`src/rtl/i2c_master_byte_tx.sv`:
```
// Byte-level I2C transmit sequencer: serialises one byte MSB first into eight
// bit requests, then runs a read-type ACK slot and reports the outcome.
module i2c_master_byte_tx #(
  parameter int unsigned BIT_WATCHDOG = 2047
) (
  input  logic       clock,
  input  logic       reset_n,
  input  logic       byte_valid,
  input  logic [7:0] tx_byte,
  output logic       byte_ready,
  input  logic       abort,
  output logic       bit_start,
  output logic       bit_value,
  output logic       bit_is_read,
  input  logic       bit_done,
  input  logic       bit_timeout,
  input  logic       bit_sampled,
  output logic       result_valid,
  output logic       result_ack,
  output logic [1:0] result_error
);

  localparam int unsigned WD_W    = 11;
  localparam int unsigned BYTE_W  = 8;
  localparam int unsigned CNT_W   = 3;

  localparam logic [WD_W-1:0]  WD_LIMIT   = WD_W'(BIT_WATCHDOG);
  localparam logic [CNT_W-1:0] LAST_BIT   = CNT_W'(BYTE_W - 1);
  localparam logic [1:0]       ERR_NONE   = 2'b00;
  localparam logic [1:0]       ERR_STRETCH = 2'b01;
  localparam logic [1:0]       ERR_WDOG   = 2'b10;
  localparam logic [1:0]       ERR_ABORT  = 2'b11;

  typedef enum logic [2:0] {
    S_IDLE      = 3'd0,
    S_ISSUE     = 3'd1,
    S_WAIT      = 3'd2,
    S_ACK_ISSUE = 3'd3,
    S_ACK_WAIT  = 3'd4,
    S_REPORT    = 3'd5
  } state_t;

  state_t            state_q, state_d;
  logic [BYTE_W-1:0] shift_q, shift_d;
  logic [CNT_W-1:0]  bit_cnt_q, bit_cnt_d;
  logic [WD_W-1:0]   wd_q, wd_d;

  logic       byte_ready_d;
  logic       bit_start_d;
  logic       bit_value_d;
  logic       bit_is_read_d;
  logic       result_valid_d;
  logic       result_ack_d;
  logic [1:0] result_error_d;
  logic       wd_expired;

  assign wd_expired = (wd_q == WD_LIMIT);

  // State, datapath and registered outputs
  always_ff @(posedge clock or negedge reset_n) begin
    if (!reset_n) begin
      state_q      <= S_IDLE;
      shift_q      <= '0;
      bit_cnt_q    <= '0;
      wd_q         <= '0;
      byte_ready   <= 1'b1;
      bit_start    <= 1'b0;
      bit_value    <= 1'b1;
      bit_is_read  <= 1'b0;
      result_valid <= 1'b0;
      result_ack   <= 1'b0;
      result_error <= ERR_NONE;
    end else begin
      state_q      <= state_d;
      shift_q      <= shift_d;
      bit_cnt_q    <= bit_cnt_d;
      wd_q         <= wd_d;
      byte_ready   <= byte_ready_d;
      bit_start    <= bit_start_d;
      bit_value    <= bit_value_d;
      bit_is_read  <= bit_is_read_d;
      result_valid <= result_valid_d;
      result_ack   <= result_ack_d;
      result_error <= result_error_d;
    end
  end

  // Next-state logic; abort outranks bit_done, which outranks the watchdog
  always_comb begin
    state_d        = state_q;
    shift_d        = shift_q;
    bit_cnt_d      = bit_cnt_q;
    wd_d           = wd_q;
    bit_value_d    = bit_value;
    bit_is_read_d  = bit_is_read;
    result_ack_d   = result_ack;
    result_error_d = result_error;

    unique case (state_q)
      S_IDLE: begin
        if (byte_valid) begin
          shift_d        = tx_byte;
          bit_cnt_d      = '0;
          wd_d           = '0;
          result_ack_d   = 1'b0;
          result_error_d = ERR_NONE;
          bit_value_d    = tx_byte[BYTE_W-1];
          bit_is_read_d  = 1'b0;
          state_d        = S_ISSUE;
        end
      end

      S_ISSUE, S_ACK_ISSUE: begin
        wd_d = '0;
        if (abort) begin
          result_error_d = ERR_ABORT;
          result_ack_d   = 1'b0;
          state_d        = S_REPORT;
        end else begin
          state_d = (state_q == S_ISSUE) ? S_WAIT : S_ACK_WAIT;
        end
      end

      S_WAIT, S_ACK_WAIT: begin
        if (abort) begin
          result_error_d = ERR_ABORT;
          result_ack_d   = 1'b0;
          state_d        = S_REPORT;
        end else if (bit_done) begin
          if (bit_timeout) begin
            result_error_d = ERR_STRETCH;
            state_d        = S_REPORT;
          end else if (state_q == S_ACK_WAIT) begin
            result_ack_d = ~bit_sampled;
            state_d      = S_REPORT;
          end else begin
            shift_d = {shift_q[BYTE_W-2:0], 1'b0};
            if (bit_cnt_q == LAST_BIT) begin
              bit_value_d   = 1'b1;
              bit_is_read_d = 1'b1;
              state_d       = S_ACK_ISSUE;
            end else begin
              bit_cnt_d     = bit_cnt_q + CNT_W'(1);
              bit_value_d   = shift_d[BYTE_W-1];
              bit_is_read_d = 1'b0;
              state_d       = S_ISSUE;
            end
          end
        end else if (wd_expired) begin
          result_error_d = ERR_WDOG;
          state_d        = S_REPORT;
        end else begin
          wd_d = wd_q + WD_W'(1);
        end
      end

      S_REPORT: state_d = S_IDLE;

      default: state_d = S_IDLE;
    endcase
  end

  // Moore-style outputs registered from the upcoming state
  always_comb begin
    byte_ready_d   = (state_d == S_IDLE);
    bit_start_d    = (state_d == S_ISSUE) || (state_d == S_ACK_ISSUE);
    result_valid_d = (state_d == S_REPORT);
  end

endmodule

```
`config.mk`:
```
export PLATFORM = sky130hd
export DESIGN_NAME = i2c_master_byte_tx
export DESIGN_NICKNAME = d
export VERILOG_FILES = /design/src/rtl/i2c_master_byte_tx.sv
export SDC_FILE = /design/constraint.sdc
export NUM_CORES = 1
export LEC_CHECK = 0
export CAP_MARGIN = 10
export CORE_MARGIN = 4
export CORE_UTILIZATION = 55
export CTS_CLUSTER_DIAMETER = 30
export DETAILED_ROUTE_END_ITERATION = 8
export GPL_TIMING_DRIVEN = 0
export PLACE_DENSITY = 0.75
export SLEW_MARGIN = 25
export SYNTH_ARGS = -nofsm -noshare
export SYNTH_HDL_FRONTEND = slang
export SYNTH_SLANG_ARGS = --single-unit
```
`constraint.sdc`:
```
create_clock -name clock -period 2.5 [get_ports clock]
set_clock_uncertainty 0.05 [all_clocks]
set_input_delay 0.5 -clock clock [delete_from_list [all_inputs] [get_ports clock]]
set_output_delay 0.5 -clock clock [all_outputs]
set_load 0.01 [all_outputs]
```
# Word-level counts from Yosys, hierarchy flattened
# Cells that the tools add are included.
# classes
n_bitwise	1
eq_ne	23
reduce_logical	12
addsub	2
n_mux	55
# op_table
cell	n
$mux 11	4
$mux 3	14
$mux 7	5
$pmux 11 s3	1
$ne 2x2->1 const B	9
$mux 1	17
$mux 2	7
$pmux 7 s2	1
$reduce_and 6->1	2
$add 11x1->11 const B	1
$eq 11x11->1 const B	1
$reduce_and 5->1	2
$eq 3x2->1 const B	3
$eq 3x3->1 const B	3
$ne 3x3->1 const B	3
$pmux 3 s3	1
$ne 4x4->1 const B	2
$reduce_and 7->1	1
$eq 3x1->1 const B	2
$logic_not 3->1	2
$pmux 2 s3	1
$pmux 3 s2	1
$pmux 1 s2	2
$reduce_or 2->1	2
other kinds (6)	6
# word_totals
wordCells	104
out_inout_bits	8
ff_bits	32

# Longest topological paths before layout
# depth
ltp_word	9
ltp_mapped	8
ltp_nobuf	7

# Least setup slack after synthesis
# Ideal clock, no wire load.
# synth_timing
path_type	input to register
startpoint	in abort
endpoint	reg result_error[0]
required_time_ns	2.322
stages	6
path_buffers	1
t_arrival_ns	1.984
setup_slack_ns	0.338
cell_sequence	buf_2 or2_2 a31oi_2 a22oi_2 a31oi_1 mux2_1
# synth_via
elab_chain_len	2
word_cells_on_any_way	6
# synth_lines
item	line	text
start, declared	11	input logic abort,
$ne 4x4->1 (no source line) (tied with other cells)	n/a	
$reduce_and 5->1 (no source line) / $pmux 2 s3 (equally long branches)	n/a	
end signal, assigned	84	result_error <= result_error_d;
end, declared	20	output logic [1:0] result_error
# Parallel ways exist; a longest one is shown, timed or not.
# A chain may end at the register's enable or synchronous reset.

# Final worst setup path
# layout_timing
startpoint	in bit_done
endpoint	reg result_error[1]
# layout_via
elab_chain_len	3
word_cells_on_any_way	6
# layout_lines
item	line	text
start, declared	15	input logic bit_done,
$mux 2	129	end else if (bit_done) begin
$mux 2	125	if (abort) begin
$pmux 2 s3	99	unique case (state_q)
# Parallel ways exist; a longest one is shown, timed or not.

==> flow_metrics.env <==
export IMPL_status="complete, no violations"
export IMPL_p_int_w=0.001329
export IMPL_pwr_share_clk_pct=11.9
export IMPL_fin_util_pct=71.21
export IMPL_ant_nets=0
export IMPL_die_area_mm2=0.004302
export IMPL_crit_chain="clkdlybuf4s50_1 -> or2_2 -> a31oi_4 -> a22oi_2 -> a31oi_1 -> mux2_1"
export IMPL_multi_input_area_um2=938.4
export IMPL_synthArstFlopShare_pct=100.0
export IMPL_arrival_ns=2.62
export IMPL_pwr_share_seq_pct=33.5
export IMPL_grt_overflow=0
export IMPL_ys_seq_elements=32
export IMPL_numCtsBuffers=5
export IMPL_clock_latency_ns=0.33
export IMPL_htreeDepth=2
export IMPL_start_kind="primary input"
export IMPL_required_ns=2.67
export IMPL_path_clk_slew_ns=0.10
export IMPL_p_switching_w=0.001022
export IMPL_syn_area_per_cell_um2=9.213
export IMPL_regArea_um2=803.3
export IMPL_cpLargestDelayFamily="compound AO/OA/AOI/OAI gates"
export IMPL_fin_nets=248
export IMPL_synthCells=198
export IMPL_syn_num_nets=216
export IMPL_finalHoldViolations=0
export IMPL_rows=20
export IMPL_gr_usage_all_layers_pct=22.80
export IMPL_wl_met3_um=363
export IMPL_power_w=0.002352
export IMPL_grt_pass1_wl_um=7493
export IMPL_critPathKind="in -> reg"
export IMPL_postPlaceCellArea_mm2=0.002112
export IMPL_area_growth_pct=21.12
export IMPL_routed_top_layer="met4"
export IMPL_antenna_found_initial=0
export IMPL_root_buffer="clkbuf_4"
export IMPL_max_stage_delay_ns=0.57
export IMPL_dp_hpwl_um=3215
export IMPL_synth_ff_type="dfrtp_1"
export IMPL_relSlewSlack_pct=69.17
export IMPL_final_cell_mix="30 x dfrtp_1, 25 x nand2_1, 20 x clkdlybuf4s50_1"
export IMPL_final_period_utilization_pct=97.76
export IMPL_synth_edff_count=0
export IMPL_die_y_um=65.59
export IMPL_vias_per_cell=6.029
export IMPL_drive_above_1_share_pct=14.35
export IMPL_place_ws_ns=-0.3638
export IMPL_vias=1652
export IMPL_period_minus_slack_ns=2.444
export IMPL_fillerInstances=275
export IMPL_coreArea_mm2=0.003103
export IMPL_holdWs_ns=0.4470
export IMPL_drt_first_pass_iters=4
export IMPL_maxSlewViolCount=0
export IMPL_fmaxAchievable_ghz=0.4092
export IMPL_place_gp_congestion=0.8288
export IMPL_maxCapViolCount=0
export IMPL_critPathMaxFanout=8
export IMPL_routed_wirelength_um=4484
export IMPL_final_common_cell="dfrtp_1"
export IMPL_die_w_um=65.59
export IMPL_max_vdd_ir_drop_mv=0.6142
export IMPL_wl_met1_um=1872
export IMPL_tightest_slew_ns=0.4624
export IMPL_drtIter0Drc=197
export IMPL_route_detailed_drc=0
export IMPL_yosysSeqAreaShare_pct=44.03
export IMPL_cts_tree="yes"
export IMPL_hp_class="reg -> reg"
export IMPL_swShare_pct=43.48
export IMPL_synth_area_mm2=0.001824
export IMPL_design_area_mm2=0.002210
export IMPL_critPathBufInv=1
export IMPL_critPathCaptureType="register"
export IMPL_wl_per_cell_um=16.36
export IMPL_p_per_area_mw_per_mm2=1064
export IMPL_initial_core_util_pct=58.79
export IMPL_io_pin_count=23
export IMPL_grt_max_degree=24
export IMPL_port_buffers=21
export IMPL_worst_slack_ns=0.05600
export IMPL_slowest_stage="clkdlybuf4s50_1"
export IMPL_power_leakage_nw=0.9464
export IMPL_cts_buffer_depth=2
export IMPL_antenna_cells=0
export IMPL_grt_pass1_vias=1598
export IMPL_dr_wl_met2_um=2184
export IMPL_yosysWarnings=0
export IMPL_ys_types=52
export IMPL_clock_sinks=32
export IMPL_setup_viol=0
export IMPL_p_comb_share_pct=54.7
-- Yosys cell counts (2+ instances only) --
master	n	area (um^2)
o22ai_1	4	25.02
buf_2	5	25.02
nand2b_1	3	18.77
nand3_1	6	30.03
o2bb2a_1	2	20.02
nand4_1	3	18.77
nor2_1	12	45.04
and2_1	2	12.51
clkbuf_1	4	15.01
inv_1	10	37.54
nor2b_1	4	25.02
mux2_1	3	33.78
dfrtp_1	30	750.7
a21oi_1	14	70.07
nor3b_1	2	15.01
o21ai_1	2	10.01
dfstp_2	2	52.55
ha_1	3	37.54
nand2_1	25	93.84
o21ai_0	7	35.03
and4_1	2	17.52
nor3_1	4	20.02
mux2i_1	4	40.04
a31oi_1	17	106.4
-- power by group through the flow --
stage	logic [W]	clock network (W)	registers, W
floorplan	0.000861	0	0.000792
global placement	0.00118	0	0.000778
detailed placement	0.00124	0	0.000793
CTS	0.00124	0.000291	0.000783
global route	0.00142	0.000313	0.000807
finish	0.00129	0.000279	0.000787
-- flip-flops by register name, summed over array words and instances, names as in the netlist --
name          cells
result_error      2
wd_q             11
result_valid      1
bit_start         1
bit_cnt_q         3
result_ack        1
bit_value         1
byte_ready        1
bit_is_read       1
state_q           3
shift_q           7
-- final cells by class --
class                      count  share of cell area, %
multi-input combinational    145                  42.47
timing repair buffer          25                  12.23
sequential                    32                  36.35
inverter                      11                  1.982
clock buffer                   6                  1.869
tap                           44                  2.492
buffer                        10                  2.378
clock inverter                 1                 0.2265
-- layer usage --
layer	GRT usage, %	vias up
li1	-	787
met1	28.95	781
met2	37.42	76
met3	5.641	8
met4	8.549	0
met5	0	-
-- path summary, 6_finish.rpt --
| kind | start | endpoint | slack (ns) | cells past startpoint |
|---|---|---|---|---|
| worst max register to register | wd_q[0] | bit_cnt_q[0] | 0.21 | 7 |
| max in group asynchronous | reset_n | byte_ready | 1.40 | 3 |
| worst min register to register | result_error[1] | result_error[1] | 0.45 | 1 |
| worst max-delay path | bit_done | result_error[1] | 0.06 | 6 |
| worst min-delay path | result_error[1] | result_error[1] | 0.45 | 1 |
| min in group asynchronous | reset_n | result_ack | 0.51 | 2 |
-- per-stage QoR --
step	setup TNS (ns)	cells
3_3_place_gp	-4.343	263
4_1_cts	0	272
5_1_grt	-0.07029	274
6_report	0	274
3_5_place_dp	-4.801	264
2_1_floorplan	0	198
-- kinds of logic (layout without fill, tap and decap cells) --
group,count (synthesis),count (layout),synth area share [%]
AND/OR/NAND/NOR,72,72,20.51
AO/OA/AOI/OAI,61,61,22.84
flip-flops,32,32,44.03
buffers and inverters,21,53,5.213
multiplexers,8,8,4.869
adder cells (fa/ha/maj),3,3,2.058
XOR/XNOR,1,1,0.4802
-- repair_timing --
item | CTS | global route
gates resized for setup | 1 | 4
hold buffers | 1 | 0
pin swaps | 0 | 2
setup endpoints to repair | 2 | 18
endpoints found under the hold margin | 9 | 0
buffers inserted | 0 | 2
-- worst reg2reg max path, cell delays in order, from the launching register on --
cell,delay [ns]
dfrtp_1,0.44
ha_2,0.27
and4_2,0.34
a31oi_4,0.15
a22oi_2,0.31
buf_12,0.15
nand3_2,0.12
mux2_1,0.36
Note: power is estimated with default switching activity, not from simulation.
